===== src/rtl/lsu_mem_stage_pkg.sv =====
// Shared load/store definitions: opcodes, FSM encoding, access size and bus command payload.
package lsu_mem_stage_pkg;

  localparam int unsigned OP_W  = 6;
  localparam int unsigned XLEN  = 32;
  localparam int unsigned BE_W  = 4;
  localparam int unsigned CNT_W = 8;

  localparam logic [OP_W-1:0] OP_LB  = 6'b100000;
  localparam logic [OP_W-1:0] OP_LH  = 6'b100001;
  localparam logic [OP_W-1:0] OP_LW  = 6'b100011;
  localparam logic [OP_W-1:0] OP_LBU = 6'b100100;
  localparam logic [OP_W-1:0] OP_LHU = 6'b100101;
  localparam logic [OP_W-1:0] OP_SB  = 6'b101000;
  localparam logic [OP_W-1:0] OP_SH  = 6'b101001;
  localparam logic [OP_W-1:0] OP_SW  = 6'b101011;

  typedef enum logic [1:0] {
    ST_IDLE = 2'd0,
    ST_WAIT = 2'd1,
    ST_DONE = 2'd2
  } state_e;

  typedef enum logic [1:0] {
    SZ_BYTE = 2'd0,
    SZ_HALF = 2'd1,
    SZ_WORD = 2'd2
  } size_e;

  typedef struct packed {
    logic            we;
    logic [XLEN-1:0] addr;
    logic [BE_W-1:0] be;
    logic [XLEN-1:0] wdata;
  } mem_cmd_t;

  function automatic logic is_mem_op(input logic [OP_W-1:0] op);
    return op inside {OP_LB, OP_LH, OP_LW, OP_LBU, OP_LHU, OP_SB, OP_SH, OP_SW};
  endfunction

  function automatic logic is_store(input logic [OP_W-1:0] op);
    return op inside {OP_SB, OP_SH, OP_SW};
  endfunction

  function automatic logic is_signed_load(input logic [OP_W-1:0] op);
    return op inside {OP_LB, OP_LH};
  endfunction

  function automatic size_e op_size(input logic [OP_W-1:0] op);
    size_e sz;
    case (op)
      OP_LB, OP_LBU, OP_SB: sz = SZ_BYTE;
      OP_LH, OP_LHU, OP_SH: sz = SZ_HALF;
      default:              sz = SZ_WORD;
    endcase
    return sz;
  endfunction

endpackage


===== src/rtl/lsu_mem_stage_if.sv =====
// Data-memory request/acknowledge bus between the LSU (master) and memory (slave).
interface lsu_mem_stage_if;
  import lsu_mem_stage_pkg::*;

  logic            mem_req;
  logic            mem_we;
  logic [XLEN-1:0] mem_addr;
  logic [BE_W-1:0] mem_be;
  logic [XLEN-1:0] mem_wdata;
  logic [XLEN-1:0] mem_rdata;
  logic            mem_ack;

  modport master (
    output mem_req, mem_we, mem_addr, mem_be, mem_wdata,
    input  mem_rdata, mem_ack
  );

  modport slave (
    input  mem_req, mem_we, mem_addr, mem_be, mem_wdata,
    output mem_rdata, mem_ack
  );

endinterface


===== src/rtl/lsu_align.sv =====
// Combinational lane steering: byte enables / replicated write data / alignment check on the
// request side, lane select and sign/zero extension on the load return side.
module lsu_align
  import lsu_mem_stage_pkg::*;
(
  input  logic [OP_W-1:0] st_op_i,
  input  logic [1:0]      st_off_i,
  input  logic [XLEN-1:0] st_data_i,
  output logic [BE_W-1:0] st_be_c_o,
  output logic [XLEN-1:0] st_wdata_c_o,
  output logic            st_misaligned_c_o,
  input  logic [OP_W-1:0] ld_op_i,
  input  logic [1:0]      ld_off_i,
  input  logic [XLEN-1:0] ld_rdata_i,
  output logic [XLEN-1:0] ld_data_c_o
);

  size_e       st_sz;
  size_e       ld_sz;
  logic        ld_sgn;
  logic [15:0] ld_lane;

  assign st_sz  = op_size(st_op_i);
  assign ld_sz  = op_size(ld_op_i);
  assign ld_sgn = is_signed_load(ld_op_i);

  // Request side: enables and write data follow the access size and low address bits.
  always_comb begin
    st_be_c_o         = 4'b1111;
    st_wdata_c_o      = st_data_i;
    st_misaligned_c_o = 1'b0;
    case (st_sz)
      SZ_BYTE: begin
        st_be_c_o    = 4'b0001 << st_off_i;
        st_wdata_c_o = {4{st_data_i[7:0]}};
      end
      SZ_HALF: begin
        st_be_c_o         = st_off_i[1] ? 4'b1100 : 4'b0011;
        st_wdata_c_o      = {2{st_data_i[15:0]}};
        st_misaligned_c_o = st_off_i[0];
      end
      default: begin
        st_misaligned_c_o = |st_off_i;
      end
    endcase
  end

  // Shifting by the byte offset lands the addressed byte/halfword at bit 0.
  assign ld_lane = 16'(ld_rdata_i >> {ld_off_i, 3'b000});

  always_comb begin
    ld_data_c_o = ld_rdata_i;
    case (ld_sz)
      SZ_BYTE: ld_data_c_o = {{24{ld_sgn & ld_lane[7]}}, ld_lane[7:0]};
      SZ_HALF: ld_data_c_o = {{16{ld_sgn & ld_lane[15]}}, ld_lane[15:0]};
      default: ld_data_c_o = ld_rdata_i;
    endcase
  end

endmodule


===== src/rtl/lsu_mem_stage.sv =====
// Memory stage: accepts a load/store from execute, runs one memory bus transaction with a
// timeout, and returns extended load data while stalling the core.
module lsu_mem_stage
  import lsu_mem_stage_pkg::*;
#(
  parameter int unsigned TIMEOUT = 255
) (
  input  logic            clk,
  input  logic            rst_n,
  input  logic            valid_i,
  input  logic [OP_W-1:0] op_i,
  input  logic [XLEN-1:0] alu_result_i,
  input  logic [XLEN-1:0] store_data_i,
  output logic            stall_c_o,
  output logic            done_o,
  output logic [XLEN-1:0] load_data_o,
  output logic            addr_err_o,
  output logic            bus_err_o,
  lsu_mem_stage_if.master mem
);

  localparam logic [CNT_W-1:0] CNT_LAST = CNT_W'(TIMEOUT - 1);

  state_e          state_q, state_d;
  logic [CNT_W-1:0] cnt_q, cnt_d;
  mem_cmd_t        cmd_q, cmd_d;
  logic [OP_W-1:0] op_q, op_d;
  logic [1:0]      off_q, off_d;
  logic            req_q, req_d;
  logic            done_q, done_d;
  logic            aerr_q, aerr_d;
  logic            berr_q, berr_d;
  logic [XLEN-1:0] ld_q, ld_d;
  logic            stall_c;
  logic            accept_c;

  logic [BE_W-1:0] st_be;
  logic [XLEN-1:0] st_wdata;
  logic            st_mis;
  logic [XLEN-1:0] ld_data;

  lsu_align u_align (
    .st_op_i           (op_i),
    .st_off_i          (alu_result_i[1:0]),
    .st_data_i         (store_data_i),
    .st_be_c_o         (st_be),
    .st_wdata_c_o      (st_wdata),
    .st_misaligned_c_o (st_mis),
    .ld_op_i           (op_q),
    .ld_off_i          (off_q),
    .ld_rdata_i        (mem.mem_rdata),
    .ld_data_c_o       (ld_data)
  );

  // A timed-out instruction is still presented in the cycle after bus_err; it must retire
  // rather than be re-issued.
  assign accept_c = valid_i && is_mem_op(op_i) && !berr_q;

  always_comb begin
    state_d = state_q;
    cnt_d   = cnt_q;
    cmd_d   = cmd_q;
    op_d    = op_q;
    off_d   = off_q;
    req_d   = 1'b0;
    done_d  = 1'b0;
    aerr_d  = 1'b0;
    berr_d  = 1'b0;
    ld_d    = ld_q;
    stall_c = 1'b0;
    case (state_q)
      ST_IDLE: begin
        if (accept_c) begin
          if (st_mis) begin
            aerr_d = 1'b1;
            done_d = 1'b1;
          end else begin
            stall_c    = 1'b1;
            req_d      = 1'b1;
            cnt_d      = '0;
            op_d       = op_i;
            off_d      = alu_result_i[1:0];
            cmd_d.we    = is_store(op_i);
            cmd_d.addr  = {alu_result_i[XLEN-1:2], 2'b00};
            cmd_d.be    = st_be;
            cmd_d.wdata = st_wdata;
            state_d    = ST_WAIT;
          end
        end
      end
      ST_WAIT: begin
        stall_c = 1'b1;
        cnt_d   = cnt_q + CNT_W'(1);
        // Ack has priority over a timeout in the same cycle.
        if (mem.mem_ack) begin
          done_d  = 1'b1;
          cnt_d   = '0;
          state_d = ST_DONE;
          if (!cmd_q.we) begin
            ld_d = ld_data;
          end
        end else if (cnt_q == CNT_LAST) begin
          berr_d  = 1'b1;
          done_d  = 1'b1;
          cnt_d   = '0;
          state_d = ST_IDLE;
        end else begin
          req_d = 1'b1;
        end
      end
      ST_DONE: begin
        state_d = ST_IDLE;
      end
      default: begin
        state_d = ST_IDLE;
      end
    endcase
  end

  always_ff @(posedge clk or negedge rst_n) begin
    if (!rst_n) begin
      state_q <= ST_IDLE;
      cnt_q   <= '0;
      cmd_q   <= '0;
      op_q    <= '0;
      off_q   <= '0;
      req_q   <= 1'b0;
      done_q  <= 1'b0;
      aerr_q  <= 1'b0;
      berr_q  <= 1'b0;
      ld_q    <= '0;
    end else begin
      state_q <= state_d;
      cnt_q   <= cnt_d;
      cmd_q   <= cmd_d;
      op_q    <= op_d;
      off_q   <= off_d;
      req_q   <= req_d;
      done_q  <= done_d;
      aerr_q  <= aerr_d;
      berr_q  <= berr_d;
      ld_q    <= ld_d;
    end
  end

  // Stall is combinational from valid; force it low while reset is asserted.
  assign stall_c_o   = stall_c & rst_n;
  assign done_o      = done_q;
  assign load_data_o = ld_q;
  assign addr_err_o  = aerr_q;
  assign bus_err_o   = berr_q;

  assign mem.mem_req   = req_q;
  assign mem.mem_we    = cmd_q.we;
  assign mem.mem_addr  = cmd_q.addr;
  assign mem.mem_be    = cmd_q.be;
  assign mem.mem_wdata = cmd_q.wdata;

endmodule


===== src/flat_wrapper.sv =====
// flat-port wrapper written by rule: the top's interface ports become plain ports
module lsu_mem_stage_flat import lsu_mem_stage_pkg::*;
#(
  parameter int unsigned TIMEOUT = 255
)
  (clk, rst_n, valid_i, op_i, alu_result_i, store_data_i, stall_c_o, done_o, load_data_o, addr_err_o, bus_err_o, mem_mem_req, mem_mem_we, mem_mem_addr, mem_mem_be, mem_mem_wdata, mem_mem_rdata, mem_mem_ack);
  lsu_mem_stage_if mem_i ();
  input  logic clk;
  input  logic rst_n;
  input  logic valid_i;
  input  logic [OP_W-1:0] op_i;
  input  logic [XLEN-1:0] alu_result_i;
  input  logic [XLEN-1:0] store_data_i;
  output logic stall_c_o;
  output logic done_o;
  output logic [XLEN-1:0] load_data_o;
  output logic addr_err_o;
  output logic bus_err_o;
  output wire logic [$bits(mem_i.mem_req)-1:0] mem_mem_req;
  output wire logic [$bits(mem_i.mem_we)-1:0] mem_mem_we;
  output wire logic [$bits(mem_i.mem_addr)-1:0] mem_mem_addr;
  output wire logic [$bits(mem_i.mem_be)-1:0] mem_mem_be;
  output wire logic [$bits(mem_i.mem_wdata)-1:0] mem_mem_wdata;
  input wire logic [$bits(mem_i.mem_rdata)-1:0] mem_mem_rdata;
  input wire logic [$bits(mem_i.mem_ack)-1:0] mem_mem_ack;
  assign mem_mem_req = mem_i.mem_req;
  assign mem_mem_we = mem_i.mem_we;
  assign mem_mem_addr = mem_i.mem_addr;
  assign mem_mem_be = mem_i.mem_be;
  assign mem_mem_wdata = mem_i.mem_wdata;
  assign mem_i.mem_rdata = mem_mem_rdata;
  assign mem_i.mem_ack = mem_mem_ack;
  lsu_mem_stage #(.TIMEOUT(TIMEOUT)) u_core (.clk(clk), .rst_n(rst_n), .valid_i(valid_i), .op_i(op_i), .alu_result_i(alu_result_i), .store_data_i(store_data_i), .stall_c_o(stall_c_o), .done_o(done_o), .load_data_o(load_data_o), .addr_err_o(addr_err_o), .bus_err_o(bus_err_o), .mem(mem_i));
endmodule

===== config.mk =====
export PLATFORM = sky130hd
export DESIGN_NAME = lsu_mem_stage_flat
export DESIGN_NICKNAME = d
export VERILOG_FILES = /design/src/rtl/lsu_mem_stage_pkg.sv /design/src/rtl/lsu_mem_stage_if.sv /design/src/rtl/lsu_align.sv /design/src/rtl/lsu_mem_stage.sv /design/src/flat_wrapper.sv
export SDC_FILE = /design/constraint.sdc
export NUM_CORES = 1
export LEC_CHECK = 0
export CORE_MARGIN = 8
export CORE_UTILIZATION = 49
export CTS_CLUSTER_SIZE = 10
export DETAILED_ROUTE_END_ITERATION = 6
export HOLD_SLACK_MARGIN = 0.03
export PLACE_DENSITY = 0.87
export SYNTH_ARGS = -nofsm -noshare
export SYNTH_HDL_FRONTEND = slang
export SYNTH_SLANG_ARGS = --single-unit

===== constraint.sdc =====
create_clock -name clk -period 4.3 [get_ports clk]
set_input_delay 0.645 -clock clk [delete_from_list [all_inputs] [get_ports clk]]
set_output_delay 0.645 -clock clk [all_outputs]
set_load 0.01 [all_outputs]

# Word level (Yosys, flattened, before mapping)
# Cells that the tools add are included.
[word_totals] ff_bits=121 output_inout_bits=106 inputBits=106 wordCells=92
[op_classes] reduce_logical=19 n_shift=2 addsub=1 mux=31 eq_ne=21 bitwise_logic=5
[op_table] op="32-bit one-hot mux with 2 select lines" count=2
[op_table] op="6-bit == test, second input constant" count=14
[op_table] op="8-bit two-way mux" count=4
[op_table] op="32-bit by 5-bit right shift with 16-bit output" count=1
[op_table] op="8-bit one-hot mux with 2 select lines" count=1
[op_table] op="2-bit one-hot mux with 2 select lines" count=3
[op_table] op="3-bit AND reduction" count=4
[op_table] op="3-bit OR reduction" count=4
[op_table] op="1-bit two-way mux" count=11
[op_table] op="8-bit by 1-bit adder with 8-bit output, second input constant" count=1
[op_table] op="8-bit == test, second input constant" count=1
[op_table] op="2-bit two-way mux" count=4
[op_table] op="1-bit one-hot mux with 2 select lines" count=4
[op_table] op="4-bit one-hot mux with 2 select lines" count=1
[op_table] op="8-bit nonzero test" count=1
[op_table] op="2-bit by 1-bit == test with 1-bit output, second input constant" count=3
[op_table] op="2-bit logical NOT" count=3
[op_table] op="4-bit two-way mux" count=1
[op_table] op="2-bit nonzero test" count=2
[op_table] op="1-bit by 2-bit << shifter with 4-bit output, first input constant" count=1
[op_table] op="1-bit bitwise AND" count=3
[op_table] op="3-bit by 2-bit inequality test with 1-bit output, second input constant" count=1
[op_table] op="3-bit nonzero test" count=1
[op_table] op="1-bit logical AND" count=2
[op_table] op="other kinds (5)" count=6

# Depth between registers and ports, before layout
[depth] depth_word=9 mapped_depth=7 depth_no_buf=6

# Modules after synthesis
# Synthesis repeated with hierarchy kept, for this count alone.
[unflattened] hier_cells=476 hier_area_um2=5985.7
[by_module_without_submodules] mod="lsu_mem_stage" area_each_um2=4718.3 n_inst=1 seq_area_each_um2=3027.9 cells_per_inst=303
[by_module_without_submodules] mod="lsu_align" area_each_um2=1267.5 n_inst=1 seq_area_each_um2=0.0 cells_per_inst=173

# Worst setup path before layout
# No wires, ideal clock.
[synth_path] path_kind="input -> output" from="input port op_i[4]" to="output port stall_c_o" stages=5 slack_ps=1616 t_required_ps=3655 t_arrival_ps=2039 path_buffers=1 path_cell_list="nand2b_1 or4_1 buf_2 a221oi_4 and2_1"
[synth_between] elab_chain_len=9
[synth_lines] element="from (decl)" line_no="flat_wrapper.sv:11" source="input logic [OP_W-1:0] op_i;"
[synth_lines] element="6-bit == test" line_no="lsu_mem_stage_pkg.sv:38, lsu_mem_stage_pkg.sv:51"
[synth_lines] element="3-bit OR reduction" line_no="lsu_mem_stage_pkg.sv:51" source="case (op)"
[synth_lines] element="2-bit one-hot mux with 2 select lines" line_no="lsu_mem_stage_pkg.sv:51"
[synth_lines] element="2-bit by 1-bit == test with 1-bit output or 2-bit logical NOT (tied branches)" line_no="lsu_align.sv:32" source="case (st_sz)"
[synth_lines] element="1-bit one-hot mux with 2 select lines" line_no="lsu_align.sv:32"
[synth_lines] element="1-bit two-way mux" line_no="lsu_mem_stage.sv:74" source="if (st_mis) begin"
[synth_lines] element="1-bit two-way mux *" line_no="lsu_mem_stage.sv:73" source="if (accept_c) begin"
[synth_lines] element="1-bit one-hot mux with 2 select lines *" line_no="lsu_mem_stage.sv:71" source="case (state_q)"
[synth_lines] element="1-bit bitwise AND *" line_no="lsu_mem_stage.sv:147" source="assign stall_c_o = stall_c & rst_n;"
[synth_lines] element="to (decl)" line_no="flat_wrapper.sv:14" source="output logic stall_c_o;"
# Every way passes the cells marked *; elsewhere a longest branch is shown, timed or not.

# Worst setup path in the final report
[layout_path] from="input port op_i[3]" to="output port stall_c_o"
# Same word-level chain as after synthesis.

==> summary.txt <==
status: completed
Post-Route WL: 18300 um
Leak: 3.70 nW
CP Class: input port to primary output
routed len/inst: 21.3 um
Residual DRC: 0
Post-CTS Resized: 0
port bufs: 209
Fmax achieved: 266 MHz
Seq/Total Area, Yosys: 52.2%
Die Width: 125 um
max-cap viol count: 0
setup tns final: 0 ns
Root Driver: clkbuf_16
VDD IR-drop max: 0.000324 V
vias in the first global route: 5275
hold crit path type: input port to async pin
Clock Latency Late Sink: 0.42 ns
synthesized flop and latch total: 121
crit-path max FO: 9
number of synthesized flops with an enable pin: 0
met2 Track Usage GR: 39.3%
async set or reset register ratio after synthesis: 100%
Final Hold Viols: 0
Reg2Reg Depth: 5
met1 GRT Util: 26.1%
Tmin final: 3.75 ns
via count: 5030
1st-pass router iterations: 5
CP Data Required Time: 3.65 ns
initial cell density of the core: 50.4%
Hold Buf Count CTS: 0
post-CTS setup buffer count: 0
CTS Buf Count: 17
IO Pins: 212
CTS tree: yes
antenna fix cells: 0
GR Util All Layers: 23.6%
CP arrival: 3.11 ns
die height: 125 um
Syn Area/Cell: 11.6 um^2
Slew Limit Fails: 0
Final period util: 87.3%
layout cells sized above 1: 14.8%
RSZ-0062 raised after global routing: no
post-route ant nets: 0
post-DP HPWL: 13300 um
CORE AREA: 11500 um^2
post-synth cell types: 50
global route overflow: 0
fin nets: 812
gpl congestion: 0.895
Slowest cell on crit path: clkdlybuf4s50_1
worst path bufs/invs: 2
fin util: 74.7%
antenna violations before repair: 0
Setup-failing EPs final: 0
die area: 15600 um^2
clock sink count: 121
Crit. End Element: primary output
Worst-path clk slew: 0.05 ns
Worst Skew: 0.00617 ns
Warnings, synthesis: 0
crit path launch type: input port
met3 Use GR: 9.63%
initial drt markers: 549
stages on the worst setup path: 6
GRT Max-Usage Layer: met2
H-tree levels: 4
CTS max path bufs: 2
worst-path cell chain: clkdlybuf4s50_1 > and2_1 > or4_1 > a221oi_4 > and2_1 > clkdlybuf4s50_1
Main synth FF type: dfrtp_1
Syn Std Cell Area: 5810 um^2
Rows: 39
total power: 4.58 mW
Vias per Instance: 5.85
delay-heaviest family, CP: buffers and inverters
Slowest Stage Delay on Critical Path: 0.55 ns
Worst-Margin Slew: 1.33 ns
Layout Area Growth over Synthesis: 48.2%
pin count of the biggest net entering global routing: 75
Mapped Cells: 501
first-pass GRT wire length: 29200 um
P per Cell Area: 532 nW/um^2
Slew headroom: 11.1%
==> worst reg2reg max path, stage by stage, from the launching register on <==
cell,delay [ns]
dfrtp_1,0.80
mux2i_1,0.35
o22ai_2,0.23
a21oi_1,0.65
buf_4,0.31
o22ai_1,0.11
==> area by class of cell <==
class / count / area, um^2
inverters: 12 / 45.0
clock inverters: 8 / 118
multi-input cells: 334 / 2580
repair buffers: 218 / 2170
well taps: 143 / 179
flip-flops and latches: 121 / 3030
fillers: 795 / 2910
clock buffers: 24 / 482
==> flip-flops by register name (all words and copies together) (netlist names) <==
name / flops
u_core.state_q: 2
u_core.mem.mem_req: 1
u_core.op_q: 6
u_core.off_q: 2
u_core.bus_err_o: 1
u_core.addr_err_o: 1
u_core.mem.mem_addr: 30
u_core.mem.mem_be: 4
u_core.cnt_q: 8
u_core.done_o: 1
u_core.load_data_o: 32
u_core.mem.mem_we: 1
u_core.mem.mem_wdata: 32
==> cell usage in the layout, fill, tap and decap left out, drive strengths merged, types with 2 or more instances in the layout <==
master,n
clkdlybuf4s50,208
dfrtp,121
mux2,88
nor2,38
a21oi,31
clkbuf,24
o21ai,20
mux2i,20
o22ai,18
nand2,17
a221oi,14
o2bb2ai,13
a31oi,13
inv,10
buf,10
nand2b,9
nor2b,6
clkinv,6
nor3,5
and3,4
nand3,4
a211oi,3
and2,3
nand3b,3
o211ai,3
bufinv,3
nor3b,2
ha,2
conb,2
o2111ai,2
==> Yosys cell counts, drive strengths merged, types with 14 or more instances <==
library cell,count,area (um^2)
mux2i,20,200
o22ai,18,119
dfrtp,121,3030
buf,20,123
nor2,38,143
clkbuf,15,56.3
o21ai,20,100
mux2,88,991
a221oi,14,140
nand2,17,66.3
a21oi,31,155
==> path summary, 6_finish.rpt <==
| kind | start | endpoint | slack [ns] |
|---|---|---|---|
| setup reg to reg | u_core.off_q[1] | u_core.load_data_o[30] | 1.72 |
| max in group asynchronous | rst_n | u_core.mem.mem_addr[15] | 2.54 |
| setup / recovery | op_i[3] | stall_c_o | 0.55 |
| min in group clk | u_core.op_q[5] | u_core.op_q[5] | 0.48 |
| hold reg to reg | u_core.op_q[5] | u_core.op_q[5] | 0.48 |
| hold / removal | rst_n | u_core.mem.mem_be[1] | 0.39 |
==> cells by family (layout without fill, tap and decap cells) <==
logic type                 count (synthesis)  after routing  share of synthesized area (%)
AOI/OAI and AO/OA                        124            124                           14.5
DFF                                      121            121                           52.2
muxes                                    108            108                           20.5
and+or+nand+nor                           98             98                           8.51
buffers and inverters                     47            262                           3.86
adders and majority gates                  2              2                          0.431
other                                      1              2                         0.0646
==> layer usage <==
layer | vias to the layer above | routed length (um)
met2 | 266 | 9010
met5 | - | 0
met4 | 0 | 490
met1 | 2484 | 6910
met3 | 33 | 1900
li1 | 2247 | -
==> power by group <==
group	switching, mW	internal, mW
Combinational	0.652	0.822
Sequential	0.216	1.45
Clock	0.488	0.953
Total	1.36	3.22
==> stage by stage <==
step | hold slack, ns | instance area (um^2) | std cells | setup WS, ns
after floorplan | 0.349 | 5810 | 502 | 1.62
after global placement | 0.462 | 8000 | 828 | 0.603
after detailed placement | 0.463 | 8000 | 828 | 0.563
after CTS | 0.404 | 8600 | 860 | 0.527
after global routing | 0.439 | 8600 | 860 | 0.449
final | 0.386 | 8600 | 860 | 0.546
Note: power is estimated with default switching activity, not from simulation.
